<file path="src/rtl/anc_dac_out.sv">
// anc_dac_out: rounds/saturates the LMS anti-noise output to Q15,
// buffers it in a small FIFO and plays it to the DAC with prime/run control.
module anc_dac_out #(
    parameter int DEPTH = 4,
    parameter int SHIFT = 15,
    parameter int PRIME = 2
) (
    input  logic                      clk,
    input  logic                      rst_n,
    input  logic                      in_valid,
    input  logic signed [31:0]        in_sample,
    input  logic                      mute,
    input  logic                      clr_stats,
    input  logic                      dac_req,
    output logic signed [15:0]        dac_data,
    output logic                      dac_valid,
    output logic [$clog2(DEPTH):0]    fifo_level,
    output logic [15:0]               sat_count,
    output logic [7:0]                ovf_count,
    output logic                      underrun
);

    localparam int AW = $clog2(DEPTH);
    localparam int LW = AW + 1;
    localparam logic signed [32:0] RND = 33'sd1 <<< (SHIFT - 1);

    typedef enum logic {
        ST_PRIME,
        ST_RUN
    } state_t;

    state_t                   r_state;
    state_t                   w_state_nxt;

    logic signed [32:0]       w_sum;
    logic signed [32:0]       w_shr;
    logic signed [15:0]       w_clamp;
    logic                     w_sat;
    logic                     w_sat_inc;

    logic signed [15:0]       r_s1_data;
    logic                     r_s1_vld;

    logic signed [15:0]       r_mem [DEPTH];
    logic [AW-1:0]            r_wr_ptr;
    logic [AW-1:0]            r_rd_ptr;
    logic [LW-1:0]            r_level;

    logic                     w_empty;
    logic                     w_full;
    logic                     w_push;
    logic                     w_drop;
    logic                     w_pop;
    logic                     w_urun;

    logic signed [15:0]       r_dac_data;
    logic                     r_dac_valid;
    logic [15:0]              r_sat_cnt;
    logic [7:0]               r_ovf_cnt;
    logic                     r_underrun;

    // Round half-up, arithmetic shift, clamp to the signed 16-bit range
    always_comb begin
        w_sum   = $signed({in_sample[31], in_sample}) + RND;
        w_shr   = w_sum >>> SHIFT;
        w_sat   = 1'b0;
        w_clamp = w_shr[15:0];
        if (w_shr > 33'sd32767) begin
            w_sat   = 1'b1;
            w_clamp = 16'sh7FFF;
        end else if (w_shr < -33'sd32768) begin
            w_sat   = 1'b1;
            w_clamp = 16'sh8000;
        end
    end

    // Muted samples are zero and never count as saturated
    assign w_sat_inc = in_valid && !mute && w_sat;

    // Stage-1 register: conditioned sample plus its valid bit
    always_ff @(posedge clk) begin
        if (rst_n) begin
            r_s1_vld  <= 1'b0;
            r_s1_data <= '0;
        end else begin
            r_s1_vld <= in_valid;
            if (in_valid) begin
                r_s1_data <= mute ? 16'sd0 : w_clamp;
            end
        end
    end

    assign w_empty = (r_level == '0);
    assign w_full  = (r_level == LW'(DEPTH));
    // A same-cycle pop frees the slot the write needs
    assign w_push  = r_s1_vld && (!w_full || w_pop);
    assign w_drop  = r_s1_vld && w_full && !w_pop;

    // Prime/run next-state, pop and underrun decode
    always_comb begin
        w_state_nxt = r_state;
        w_pop       = 1'b0;
        w_urun      = 1'b0;
        unique case (r_state)
            ST_PRIME: begin
                if (r_level >= LW'(PRIME)) begin
                    w_state_nxt = ST_RUN;
                end
            end
            ST_RUN: begin
                if (dac_req) begin
                    if (w_empty) begin
                        w_urun      = 1'b1;
                        w_state_nxt = ST_PRIME;
                    end else begin
                        w_pop = 1'b1;
                    end
                end
            end
            default: w_state_nxt = ST_PRIME;
        endcase
    end

    // State register
    always_ff @(posedge clk) begin
        if (rst_n) begin
            r_state <= ST_PRIME;
        end else begin
            r_state <= w_state_nxt;
        end
    end

    // FIFO storage; stale contents are harmless once pointers reset
    always_ff @(posedge clk) begin
        if (w_push) begin
            r_mem[r_wr_ptr] <= r_s1_data;
        end
    end

    // FIFO pointers and registered occupancy
    always_ff @(posedge clk) begin
        if (rst_n) begin
            r_wr_ptr <= '0;
            r_rd_ptr <= '0;
            r_level  <= '0;
        end else begin
            if (w_push) begin
                r_wr_ptr <= r_wr_ptr + AW'(1);
            end
            if (w_pop) begin
                r_rd_ptr <= r_rd_ptr + AW'(1);
            end
            r_level <= r_level + LW'(w_push) - LW'(w_pop);
        end
    end

    // DAC output: zero while priming, head on pop, hold on underrun
    always_ff @(posedge clk) begin
        if (rst_n) begin
            r_dac_data  <= '0;
            r_dac_valid <= 1'b0;
        end else begin
            r_dac_valid <= dac_req;
            if (dac_req) begin
                if (r_state == ST_PRIME) begin
                    r_dac_data <= '0;
                end else if (w_pop) begin
                    r_dac_data <= r_mem[r_rd_ptr];
                end
            end
        end
    end

    // Saturating statistics; a clear overrides any same-cycle event
    always_ff @(posedge clk) begin
        if (rst_n || clr_stats) begin
            r_sat_cnt  <= '0;
            r_ovf_cnt  <= '0;
            r_underrun <= 1'b0;
        end else begin
            if (w_sat_inc && r_sat_cnt != 16'hFFFF) begin
                r_sat_cnt <= r_sat_cnt + 16'd1;
            end
            if (w_drop && r_ovf_cnt != 8'hFF) begin
                r_ovf_cnt <= r_ovf_cnt + 8'd1;
            end
            if (w_urun) begin
                r_underrun <= 1'b1;
            end
        end
    end

    assign dac_data   = r_dac_data;
    assign dac_valid  = r_dac_valid;
    assign fifo_level = r_level;
    assign sat_count  = r_sat_cnt;
    assign ovf_count  = r_ovf_cnt;
    assign underrun   = r_underrun;

endmodule

</file>
<file path="config.mk">
export PLATFORM = sky130hd
export DESIGN_NAME = anc_dac_out
export DESIGN_NICKNAME = d
export VERILOG_FILES = /design/src/rtl/anc_dac_out.sv
export SDC_FILE = /design/constraint.sdc
export NUM_CORES = 1
export LEC_CHECK = 0
export CAP_MARGIN = 10
export CORE_MARGIN = 3
export CORE_UTILIZATION = 33
export CTS_CLUSTER_SIZE = 16
export DETAILED_ROUTE_END_ITERATION = 16
export GPL_ROUTABILITY_DRIVEN = 0
export SETUP_SLACK_MARGIN = 0.1
export SYNTH_ARGS = -nofsm -noshare
export SYNTH_HDL_FRONTEND = slang
export SYNTH_SLANG_ARGS = --single-unit
</file>
<file path="constraint.sdc">
create_clock -name clk -period 3.55 [get_ports clk]
set_input_delay 0.355 -clock clk [delete_from_list [all_inputs] [get_ports clk]]
set_output_delay 0.355 -clock clk [all_outputs]
set_load 0.05 [all_outputs]
</file>
==> flow_summary.ini, run 1 <==
[layout]
post-route-util_pct = 43.8
antennaDiodeCount = 0
syn_to_final_growth_pct = 27.6
layout_commonest_cell = dfxtp_1
finish.net_count = 585
drive_gt1_share_pct = 10.6
final_cell_mix = dfxtp_1, clkdlybuf4s50_1, edfxtp_1

[place]
portBuffers = 68
place_hpwl_um = 7890
dp_slack_ps = 489

[critical_path]
cp-start-kind = input pin
path_class = in -> reg
slowest_stage = clkdlybuf4s50_1
cp-end-kind = register
path_max_fanout = 20
crit_arrival_ps = 2980
critPathMaxStageDelay_ps = 500
crit_required_ps = 3890
worstPathCellList = clkdlybuf4s50_1 -> ha_1 -> and4_1 -> and4_2 -> o21ai_0 -> nand4b_2 -> buf_4 -> or3_1 -> a21oi_1
rrSetupSlack_ps = 1360

[yosys]
synthArstFlopShare_pct = 0
synthesis.instances = 461
synth_edf_count = 64
ys_ff_latch = 133
yosysWarnings = 0
syn_area_per_cell_um2 = 12.0
synth_area_mm2 = 0.00553
synth_ff_type = dfxtp_1
yosysSeqAreaShare_pct = 59.7
yosysUniqueCellTypes = 46
syn-num-nets = 510

[grt]
grt_pass1_wl_um = 18900
grt.total_usage_pct = 13.2
grt_max_degree = 35
antenna_found_initial = 0
grt_pass1_vias = 3746
overflow = 0

[timing]
timing.setup.tns_ps = 0
slew_violations = 0
relSlewSlack_pct = 42.1
timing.clock.skew_ps = 4.82
fin_crit_sh_pct = 74.4
max_freq_ghz = 0.379
hold_viol = 0
period_minus_slack_ps = 2640
worstMarginPinSlew_ps = 865
rsz0062_at_grt = false
whs_ps = 474
setup_viol = 0
setup_ws_ps = 911

[floorplan]
die_x_um = 135
core-area_mm2 = 0.0161
die_h_um = 135
die-area_mm2 = 0.0183
initial_utilization_pct = 34.3
ios = 83
core.rowCount = 46

[power_and_ir_drop]
power_switching_share_pct = 23.0
seq_power_share_pct = 44.1
p_int_uw = 3050
powerDensity_mw_per_mm2 = 561
p_clk_share_pct = 45.3
p_sw_uw = 909
p_comb_share_pct = 10.6
leakagePower_uw = 0.00241
ir_drop_mv = 0.331

[detailed_routing]
vias = 3749
drt.antenna.violating_nets = 0
post_drt_wl_per_cell_um = 14.9
viasPerCell = 4.90
dr.pass1.iters = 4
drt_iter0_drc = 222
drc = 0
totalWireLength_um = 11400

[clock_network]
post_cts_resized = 0
cts_hold_buf = 0
cts_buffers = 17
clkSlewWorstSetupHoldPaths_ps = 50
clk-insertion-delay-late_ps = 410
cts_num_sinks = 133
cts_max_path_buffers = 2
root_buffer = clkbuf_16
cts_tree = done
htreeDepth = 4
post-cts-setup-buffer-count = 0

[run]
maxCapViolations = 0

[outcome]
status = finished clean

[worst_hold_path]
worstHoldPathType = reg -> reg
critical path, delay by kind of cell:
| kind | cells | cell delay [ps] |
|---|---|---|
| and+or+nand+nor | 4 | 1350 |
| buffers and inverters | 2 | 820 |
| AOI/OAI and AO/OA | 2 | 240 |
| adders and majority gates | 1 | 220 |
per-stage QoR:
stage	cell area (um2)	power (uW)	std cells
after CTS	7050	4010	765
after floorplan	5530	2050	461
after global placement	6450	2190	733
after detailed placement	6450	2200	733
final	7050	3960	765
after global routing	7050	4120	765
cell usage after synthesis (all sizes together), types with 2 or more instances:
cell type / number / area [um2]
a21oi: 17 / 85.1
inv: 14 / 52.6
a22oi: 28 / 210
o311ai: 2 / 35.0
nand2b: 3 / 18.8
o31ai: 3 / 27.5
nor4: 2 / 12.5
ha: 10 / 125
and2: 5 / 31.3
nand4: 9 / 56.3
a31oi: 2 / 12.5
xor2: 15 / 131
nor3: 3 / 15.0
nor2: 50 / 188
xnor2: 11 / 96.3
or2: 2 / 12.5
or3: 14 / 87.6
edfxtp: 64 / 1920
buf: 3 / 23.8
nand2: 40 / 150
mux4: 16 / 360
o21ai: 15 / 75.1
and3: 7 / 43.8
a311oi: 2 / 23.8
clkbuf: 16 / 62.6
and4: 5 / 45.0
nor2b: 2 / 12.5
o41ai: 2 / 17.5
or4: 3 / 22.5
o211ai: 2 / 15.0
dfxtp: 69 / 1380
nand3: 18 / 90.1
power groups by stage:
stage,registers (uW),clock network [uW],logic [uW]
2_1_floorplan,1820,0,224
3_3_place_gp,1770,0,411
3_5_place_dp,1780,0,418
4_1_cts,1750,1840,423
5_1_grt,1760,1900,460
6_report,1750,1790,418
per-layer routing:
layer | GRT usage [%] | wire, um
met4 | 4.70 | 181
met2 | 20.4 | 5300
met5 | 0 | 0
met1 | 17.2 | 5340
met3 | 4.46 | 562
kinds of logic (layout without fill, tap and decap cells):
kind of cell	after synthesis	in the layout	synth area share (%)
AO/OA/AOI/OAI	77	77	9.84
buffers and inverters	33	121	2.51
adder cells (fa/ha/maj)	11	11	2.62
flip-flops	133	133	59.7
XOR/XNOR	26	26	4.12
AND/OR/NAND/NOR	164	164	14.5
multiplexers	17	17	6.70
path summary, 6_finish.rpt:
kind | start | endpoint | depth (start not counted)
worst max register to register | fifo_level[1] | fifo_level[2] | 10
worst min-delay path | sat_count[15] | sat_count[15] | 2
worst min register to register | sat_count[15] | sat_count[15] | 2
worst max-delay path | in_sample[14] | sat_count[2] | 9
layout make-up:
cell class / instances / area, um2
multi-input cells: 295 / 2090
inverters: 14 / 52.6
clock buffers: 22 / 454
clock inverters: 10 / 153
flip-flops and latches: 133 / 3300
well taps: 216 / 270
fillers: 1505 / 9060
repair buffers: 75 / 733
flip-flops by register name, summed over array words and instances, names as in the netlist, named ones only:
name / flops
fifo_level: 3
r_s1_vld: 1
dac_valid: 1
r_rd_ptr: 2
sat_count: 16
r_s1_data: 16
r_mem: 64
r_state: 1
r_wr_ptr: 2
underrun: 1
ovf_count: 8
dac_data: 16
Note: power is estimated with default switching activity, not from simulation.
==> run 2: changes to the inputs <==
Clock period 3.55 ns to 2.38 ns, I/O delays scaled along.
==> flow_summary.ini, run 2 (synthesis results as in run 1) <==
[outcome]
status = finished clean

[layout]
syn_to_final_growth_pct = 33.2
top_register = r_mem
drive_gt1_share_pct = 17.9
finish.net_count = 624
largest_register_ff_count = 64
num-fill-cells = 1486
final_cell_mix = clkdlybuf4s50_1, dfxtp_1, edfxtp_1
antennaDiodeCount = 0
layout_commonest_cell = clkdlybuf4s50_1

[grt]
antenna_found_initial = 0
grt_pass1_vias = 3980
grt_max_degree = 29
overflow = 0
grt.total_usage_pct = 13.5
grt_pass1_wl_um = 19300

[floorplan]
die-area_mm2 = 0.0183
die_h_um = 135
core-area_mm2 = 0.0161
core.rowCount = 46
ios = 83
initial_utilization_pct = 34.3
die_x_um = 135

[clock_network]
cts_max_path_buffers = 2
cts_num_sinks = 133
clk-insertion-delay-late_ps = 420
cts_tree = done
root_buffer = clkbuf_16
cts_buffers = 17
clkSlewWorstSetupHoldPaths_ps = 60
htreeDepth = 4
post-cts-setup-buffer-count = 0

[run]
maxCapViolations = 0

[timing]
slew_violations = 0
fin_crit_sh_pct = 92.4
worstMarginPinSlew_ps = 861
relSlewSlack_pct = 42.4
hold_viol = 0
timing.clock.skew_ps = 7.62
period_minus_slack_ps = 2200
setup_viol = 0
timing.setup.tns_ps = 0
max_freq_ghz = 0.454
rsz0062_at_grt = true

[power_and_ir_drop]
power_uw = 5950
powerDensity_mw_per_mm2 = 807
leakagePower_uw = 0.00261
ir_drop_mv = 0.481

[place]
portBuffers = 68
place_hpwl_um = 8360

[detailed_routing]
drc = 0
totalWireLength_um = 11800
dr.pass1.iters = 5
viasPerCell = 4.92
drt.antenna.violating_nets = 0
post_drt_wl_per_cell_um = 14.6
vias = 3953
drt_iter0_drc = 194

[critical_path]
cp-start-kind = input pin
path_class = in -> reg
cp-end-kind = register
reg2reg_depth = 9
crit_required_ps = 2670
path_max_fanout = 5
r2r_start = fifo_level[1]
timing.rr.end = fifo_level[2]
rrSetupSlack_ps = 310
crit_arrival_ps = 2490

[worst_hold_path]
min_to = underrun
worstHoldPathType = reg -> reg
hp-start = underrun
hold_depth = 2
run 2: cell types whose count changed in the layout (fill, tap and decap cells not counted), sizes merged:
cell / previous run / this run
bufinv: 4 / 3
inv: 15 / 18
buf: 7 / 46
clkbuf: 22 / 17
clkinvlp: 1 / 2
clkinv: 4 / 6
run 2: worst max-delay path, stage by stage:
cell and delay, ps:
clkdlybuf4s50_1 490, ha_1 170, and4_1 220, a21oi_1 80, o311ai_4 290, buf_4 170, o2111ai_2 120, buf_4 190
o311ai_0 370, o41ai_1 140
run 2: routing by layer:
layer | up-vias | global-route usage, % | wire [um]
li1 | 1946 | - | -
met1 | 1888 | 16.8 | 5410
met2 | 104 | 21.7 | 5610
met3 | 15 | 3.38 | 532
met4 | 0 | 7.00 | 194
met5 | - | 0 | 0
run 2: layout make-up:
| type | count | area (um2) | area share [%] |
|---|---|---|---|
| inverters | 14 | 52.6 | 0.713 |
| well taps | 216 | 270 | 3.67 |
| flip-flops and latches | 133 | 3310 | 45.0 |
| repair buffers | 114 | 1030 | 13.9 |
| clock inverters | 15 | 179 | 2.43 |
| multi-input cells | 295 | 2100 | 28.5 |
| clock buffers | 17 | 425 | 5.77 |
run 2: metrics by stage:
step                utilization (%)  worst slack [ps]  std cells  hold WS, ps  area (um2)
floorplan                         -               152        461          366        5550
global placement               41.9              -159        772          458        6750
detailed placement             41.9              -228        772          457        6750
CTS                            45.7               200        804          473        7360
global route                   45.7              84.5        804          497        7370
finish                         45.7               180        804          471        7370
run 2: timing repair:
action                                  CTS  global route
resized for setup                         0             1
endpoints found under the setup margin    0             8
endpoints found under the hold margin     0             0
hold buffers                              0             0
run 2: report_power, final:
part	internal (uW)	leakage [uW]	switching, uW
Combinational	299	0.00116	387
Clock	1650	0.000293	1010
Sequential	2520	0.00116	78.1
run 2: worst max-delay path by stage:
stage	from	endpoint	slack (ps)	depth (start not counted)
3_5_place_dp	in_sample[14]	sat_count[7]	-230	9
4_1_cts	in_sample[14]	sat_count[7]	200	9
6_report	in_sample[14]	sat_count[14]	180	10
3_3_place_gp	in_sample[14]	sat_count[10]	-160	9
5_1_grt	in_sample[14]	sat_count[14]	80	10
2_1_floorplan	fifo_level[1]	fifo_level[2]	150	10
